**src/rtl/compression_dictionary.sv**
```systemverilog
// compression_dictionary: writable key/value dictionary with a registered forward
// lookup (key -> value) and a registered CAM-style reverse lookup (value -> key).
// Reverse misses can optionally allocate into the entry at a round-robin pointer.
module compression_dictionary #(
    parameter int unsigned KEY_WIDTH     = 4,
    parameter int unsigned VAL_WIDTH     = 32,
    parameter bit          ALLOC_ON_MISS = 1'b1
) (
    input  logic                 clk,
    input  logic                 reset,
    input  logic                 flush,
    input  logic                 wr_en,
    input  logic [KEY_WIDTH-1:0] wr_key,
    input  logic [VAL_WIDTH-1:0] wr_val,
    input  logic                 fwd_req,
    input  logic [KEY_WIDTH-1:0] fwd_key,
    output logic                 fwd_resp,
    output logic                 fwd_hit,
    output logic [VAL_WIDTH-1:0] fwd_val,
    input  logic                 rev_req,
    input  logic [VAL_WIDTH-1:0] rev_val,
    output logic                 rev_resp,
    output logic                 rev_hit,
    output logic                 rev_alloc,
    output logic [KEY_WIDTH-1:0] rev_key,
    output logic [KEY_WIDTH:0]   occupancy,
    output logic                 full
);
    localparam int unsigned DEPTH     = 2**KEY_WIDTH;
    localparam int unsigned OCC_WIDTH = KEY_WIDTH + 1;

    logic [VAL_WIDTH-1:0] mem [DEPTH];
    logic [DEPTH-1:0]     valid;
    logic [KEY_WIDTH-1:0] alloc_ptr;

    logic                 rev_match_c;
    logic [KEY_WIDTH-1:0] rev_match_key_c;
    logic                 alloc_c;
    logic                 occ_inc_c;
    logic [OCC_WIDTH-1:0] occ_next_c;

    // Parallel compare against valid entries; scanning downward lets the lowest index win
    always_comb begin
        rev_match_c     = 1'b0;
        rev_match_key_c = '0;
        for (int i = int'(DEPTH) - 1; i >= 0; i--) begin
            if (valid[i] && (mem[i] == rev_val)) begin
                rev_match_c     = 1'b1;
                rev_match_key_c = KEY_WIDTH'(i);
            end
        end
    end

    // Allocation decision and next occupancy; flush and explicit writes take priority
    always_comb begin
        alloc_c    = ALLOC_ON_MISS && rev_req && !rev_match_c && !wr_en && !flush;
        occ_inc_c  = 1'b0;
        if (wr_en && !valid[wr_key]) begin
            occ_inc_c = 1'b1;
        end
        if (alloc_c && !valid[alloc_ptr]) begin
            occ_inc_c = 1'b1;
        end
        occ_next_c = flush ? '0 : (occupancy + OCC_WIDTH'(occ_inc_c));
    end

    // Value storage: no reset needed since invalid entries are never visible
    always_ff @(posedge clk) begin
        if (!reset && !flush) begin
            if (wr_en) begin
                mem[wr_key] <= wr_val;
            end else if (alloc_c) begin
                mem[alloc_ptr] <= rev_val;
            end
        end
    end

    // Valid bits, allocation pointer, occupancy counter and registered responses
    always_ff @(posedge clk) begin
        if (reset) begin
            valid     <= '0;
            alloc_ptr <= '0;
            occupancy <= '0;
            full      <= 1'b0;
            fwd_resp  <= 1'b0;
            fwd_hit   <= 1'b0;
            fwd_val   <= '0;
            rev_resp  <= 1'b0;
            rev_hit   <= 1'b0;
            rev_alloc <= 1'b0;
            rev_key   <= '0;
        end else begin
            if (flush) begin
                valid     <= '0;
                alloc_ptr <= '0;
            end else if (wr_en) begin
                valid[wr_key] <= 1'b1;
            end else if (alloc_c) begin
                valid[alloc_ptr] <= 1'b1;
                alloc_ptr        <= alloc_ptr + KEY_WIDTH'(1);
            end
            occupancy <= occ_next_c;
            full      <= (occ_next_c == OCC_WIDTH'(DEPTH));

            fwd_resp  <= fwd_req;
            fwd_hit   <= fwd_req && valid[fwd_key];
            fwd_val   <= (fwd_req && valid[fwd_key]) ? mem[fwd_key] : '0;

            rev_resp  <= rev_req;
            rev_hit   <= rev_req && rev_match_c;
            rev_alloc <= alloc_c;
            if (rev_req && rev_match_c) begin
                rev_key <= rev_match_key_c;
            end else if (alloc_c) begin
                rev_key <= alloc_ptr;
            end else begin
                rev_key <= '0;
            end
        end
    end
endmodule

```
**config.mk**
```make
export PLATFORM = sky130hd
export DESIGN_NAME = compression_dictionary
export DESIGN_NICKNAME = d
export VERILOG_FILES = /design/src/rtl/compression_dictionary.sv
export SDC_FILE = /design/constraint.sdc
export NUM_CORES = 1
export LEC_CHECK = 0
export CAP_MARGIN = 20
export CORE_ASPECT_RATIO = 1.2
export CORE_UTILIZATION = 31
export DETAILED_ROUTE_END_ITERATION = 8
export PLACE_DENSITY = 0.44
export SETUP_SLACK_MARGIN = 0.5
export SYNTH_ARGS = -nofsm -noshare
export SYNTH_HDL_FRONTEND = slang
export SYNTH_SLANG_ARGS = --single-unit
```
**constraint.sdc**
```tcl
create_clock -name clk -period 8.75 [get_ports clk]
set_clock_uncertainty 0.1 [all_clocks]
set_input_delay 0.875 -clock clk [delete_from_list [all_inputs] [get_ports clk]]
set_output_delay 0.875 -clock clk [all_outputs]
set_load 0.05 [all_outputs]
```
==> metrics.sh <==
RUN_STATUS='completed'
SYNTH_SEQ_AREA_SHARE_PCT=55.2
POST-DP-HPWL_UM=126000
MET1_TRACK_USAGE_GR_PCT=38.3
POST-ROUTE-MIN-PERIOD_NS=6.20
GLOBAL_ROUTE_WIRE_LENGTH_BEFORE_REPAIR_UM=207000
PLACEMENTROWS=125
FP.COREAREA_UM2=96800
FIN_WORST_HOLD_SLACK_NS=0.431
SYNTH_EDF_COUNT=512
CTS-ROOT-TO-SINK-BUFFERS=3
REGAREA_UM2=16700
CP-START-KIND='input pin'
LAYOUT-DRIVE-GT1-SHARE_PCT=18.7
DRV_CAP=0
CP_MAX_FO=33
VIASPERCELL=5.87
FLOORPLAN.IO_PINS=125
INITIAL_CORE_UTIL_PCT=31.3
MULTI_INPUT_COMB_AREA_UM2=13100
SETUP.WORST_PATH.END_CLASS='flop'
POST_CTS_BUFFERS=0
HOLD_PATH.CLASS='reg2reg'
DRCVIOLATIONCOUNT=0
SHARE_OF_THE_CYCLE_NEEDED_BY_THE_CRITICAL_PATH_AFTER_ROUTING_PCT=70.9
MAX_FREQ_GHz=0.161
GRT_SETUP_UNREPAIRED='false'
SYNTH.NET_COUNT=2160
DIEWIDTH_UM=287
SYNTH.LIB_CELLS_USED.DISTINCT=61
SETUP_VIOL_COUNT_FINAL=0
GRT_MAX_DEGREE=70
WORST_PIN_SLEW_NS=1.20
YOSYS_REGISTER_BITS=579
CP_CELL_SEQUENCE='clkdlybuf4s50_1, buf_4, xnor2_1, nand4_1, nor4_1, nand4b_1, o2111ai_1, nor4_4, buf_4, nand2_4, inv_2, o32ai_4, buf_4'
WORSTREGTOREGCELLS=11
FINAL_NETS=2314
DELAY_OF_THE_SLOWEST_CELL_ON_THE_WORST_PATH_NS=0.77
PORT-BUFFER-COUNT=124
H-TREE-DEPTH=3
POST_LAYOUT_NONFILLER_INSTANCES=3558
POWER.DENSITY_CELL_AREA_nW_PER_UM2=189
PLACE_AREA_UM2=33400
WORST_EP_REQUIRED_TIME_NS=8.91
VERTICAL_DIE_DIMENSION_UM=344
GRT_PASS1_VIAS=20943
CTS.CLK_SLEW.WORST_PATHS_NS=0.05
POST_CTS_RESIZE_COUNT=0
TIMING.CRITICAL_PATH.MODE_CELL='buf_4'
WORSTSKEWPAIRLATENCY_NS=0.64
GRT.TOTAL_USAGE_PCT=32.3
GP_ROUTABILITY_CONGESTION=1.02
FIRST_ITERATION_DETAILED_ROUTING_DRC_COUNT=2383
WORST_PATH_MAX_DELAY_CELL='clkdlybuf4s50_1'
SETUP_TNS_NS=0
SYN_AREA_UM2=30300
DRTANTENNAVIOLNETS=0
VIAS=20877
GRT.OVERFLOW.TOTAL=0
USE_MET2_PCT=55.8
CTSHOLDBUFFERS=0
TIMING.HOLD.WORST_PATH_DEPTH=2
POWER.STATIC_LEAKAGE_nW=11.2
CLOCK-ROOT-BUFFER='clkbuf_16'
REPORT.FINAL.HOLD_VIOL_COUNT=0
IR_DROP_mV=0.113
TOTAL_POWER_AFTER_LAYOUT_mW=6.72
TOTAL_NUMBER_OF_YOSYS_WARNINGS=0
POSTLAYOUTCOREUTIL_PCT=36.8
DIE-AREA_UM2=99000
SYNTHARSTFLOPSHARE_PCT=0
FINALMAXSLEWVIOLATIONS=0
DRT_PRE_ANTENNA_ITERS=5
DP_CELLS=3429
CRIT_ARRIVAL_NS=6.36
CTS_TREE='built'
GRT-BUSIEST-LAYER='met2'
N_FILL_CELL=9227
SYNTH_AREA_PER_CELL_UM2=14.6
MAX_SLEW_MARGIN_PCT=19.2
POST_SYNTH_INST_COUNT=2076
DRT-WIRELENGTH-PER-CELL_UM=44.9
SYNTHFLOPTYPE='edfxtp_1'
PRE_CTS_WS_NS=2.06
GR-USAGE-MET3_PCT=5.02
CTS.SINK_COUNT=579
AREA_DELTA_SYNTH_FINAL_PCT=17.7
WIRELENGTH_UM=160000
NUMBER_OF_CTS_INSERTED_BUFFERS=68
SETUP.WORST_PATH.CLASS='in2reg'
FINAL_CRITICAL_PATH_SETUP_SLACK_NS=2.55
FINAL_DESIGN_AREA_NO_FILL_UM2=35700
ANTENNA_FOUND_INITIAL=17
==> where the power goes <==
part           total (mW)  switching (mW)  internal (mW)
Sequential           3.04          0.0128           3.03
Clock                2.89            1.21           1.67
Combinational       0.793           0.550          0.243
==> cell families (layout without fill, tap and decap cells) <==
kind of cell	after synthesis	in the layout	share of synthesized area, %
flip-flops	579	579	55.2
other	0	4	0
AO/OA/AOI/OAI	98	98	2.06
AND/OR/NAND/NOR	537	537	10.6
adder cells (fa/ha/maj)	6	6	0.248
XOR/XNOR	510	510	14.8
multiplexers	209	209	14.7
buffers and inverters	137	345	2.48
==> synth_stat cells, types with 5 or more instances <==
master | number | area share (%)
nand4_1 | 105 | 2.2
nand2_1 | 57 | 0.71
nor3_1 | 26 | 0.43
buf_2 | 31 | 0.51
nand3_1 | 49 | 0.81
or4_1 | 19 | 0.47
nor2_1 | 31 | 0.38
xnor2_1 | 240 | 6.9
o21ai_0 | 30 | 0.50
xor2_1 | 269 | 7.8
clkbuf_1 | 40 | 0.50
and3_1 | 37 | 0.76
o32ai_1 | 11 | 0.32
mux4_2 | 175 | 13
edfxtp_1 | 512 | 51
o22ai_1 | 18 | 0.37
a21oi_1 | 19 | 0.31
mux2_4 | 32 | 1.6
nor2b_1 | 5 | 0.10
inv_1 | 11 | 0.14
ha_1 | 6 | 0.25
buf_6 | 11 | 0.41
nand4b_1 | 18 | 0.52
buf_1 | 14 | 0.17
nor4_1 | 127 | 2.6
nand2b_1 | 19 | 0.39
dfxtp_1 | 67 | 4.4
buf_4 | 28 | 0.69
nor4b_1 | 13 | 0.38
==> flip-flops by register name, summed over array words and instances, names as in the netlist, 4 cells and up <==
signal	flops
alloc_ptr	4
fwd_val	32
valid	16
rev_key	4
occupancy	5
mem	512
==> final timing paths <==
check | from | end | slack [ns]
worst min-delay path | occupancy[4] | occupancy[4] | 0.43
worst min register to register | occupancy[4] | occupancy[4] | 0.43
worst max register to register | mem[3][28] | mem[8][7] | 3.26
worst max-delay path | rev_val[15] | mem[8][7] | 2.55
==> cell usage in the layout (no fill, tap or decap), drive strengths merged, types with 6 or more instances in the layout <==
| cell | Yosys | routed |
|---|---|---|
| nand3 | 49 | 49 |
| mux2 | 32 | 32 |
| a21oi | 19 | 19 |
| nand4 | 105 | 105 |
| nor4b | 13 | 13 |
| edfxtp | 512 | 512 |
| nand2 | 59 | 59 |
| nor3 | 26 | 26 |
| inv | 12 | 13 |
| clkdlybuf4s50 | 0 | 119 |
| ha | 6 | 6 |
| o21ai | 30 | 30 |
| or4 | 19 | 19 |
| xnor2 | 240 | 240 |
| clkinv | 0 | 16 |
| nor4 | 128 | 128 |
| clkbuf | 40 | 104 |
| and3 | 37 | 37 |
| nor2 | 31 | 31 |
| o32ai | 12 | 12 |
| mux4 | 175 | 175 |
| dfxtp | 67 | 67 |
| xor2 | 270 | 270 |
| nand4b | 18 | 18 |
| o22ai | 18 | 18 |
| buf | 85 | 90 |
| nand2b | 19 | 19 |
==> critical path, delay by kind of cell <==
| family | cells | cell delay [ns] |
|---|---|---|
| buffers and inverters | 5 | 2.01 |
| AND/OR/NAND/NOR | 5 | 1.85 |
| XOR/XNOR | 1 | 0.77 |
| AO/OA/AOI/OAI | 2 | 0.76 |
==> metal layers <==
metal,vias to the layer above,routed length [um]
met5,-,43
met3,276,9520
li1,8456,-
met1,11151,60200
met2,988,79800
met4,6,10300
==> layout make-up <==
type / count / share of cell area (%)
Antenna cell: 4 / 0.0281
Clock buffer: 104 / 5.61
Clock inverter: 20 / 0.586
Inverter: 12 / 0.126
Multi-Input combinational cell: 1360 / 36.8
Sequential cell: 579 / 46.9
Tap cell: 1270 / 4.46
Timing Repair Buffer: 209 / 5.52
(Power assumes the default switching activity.)
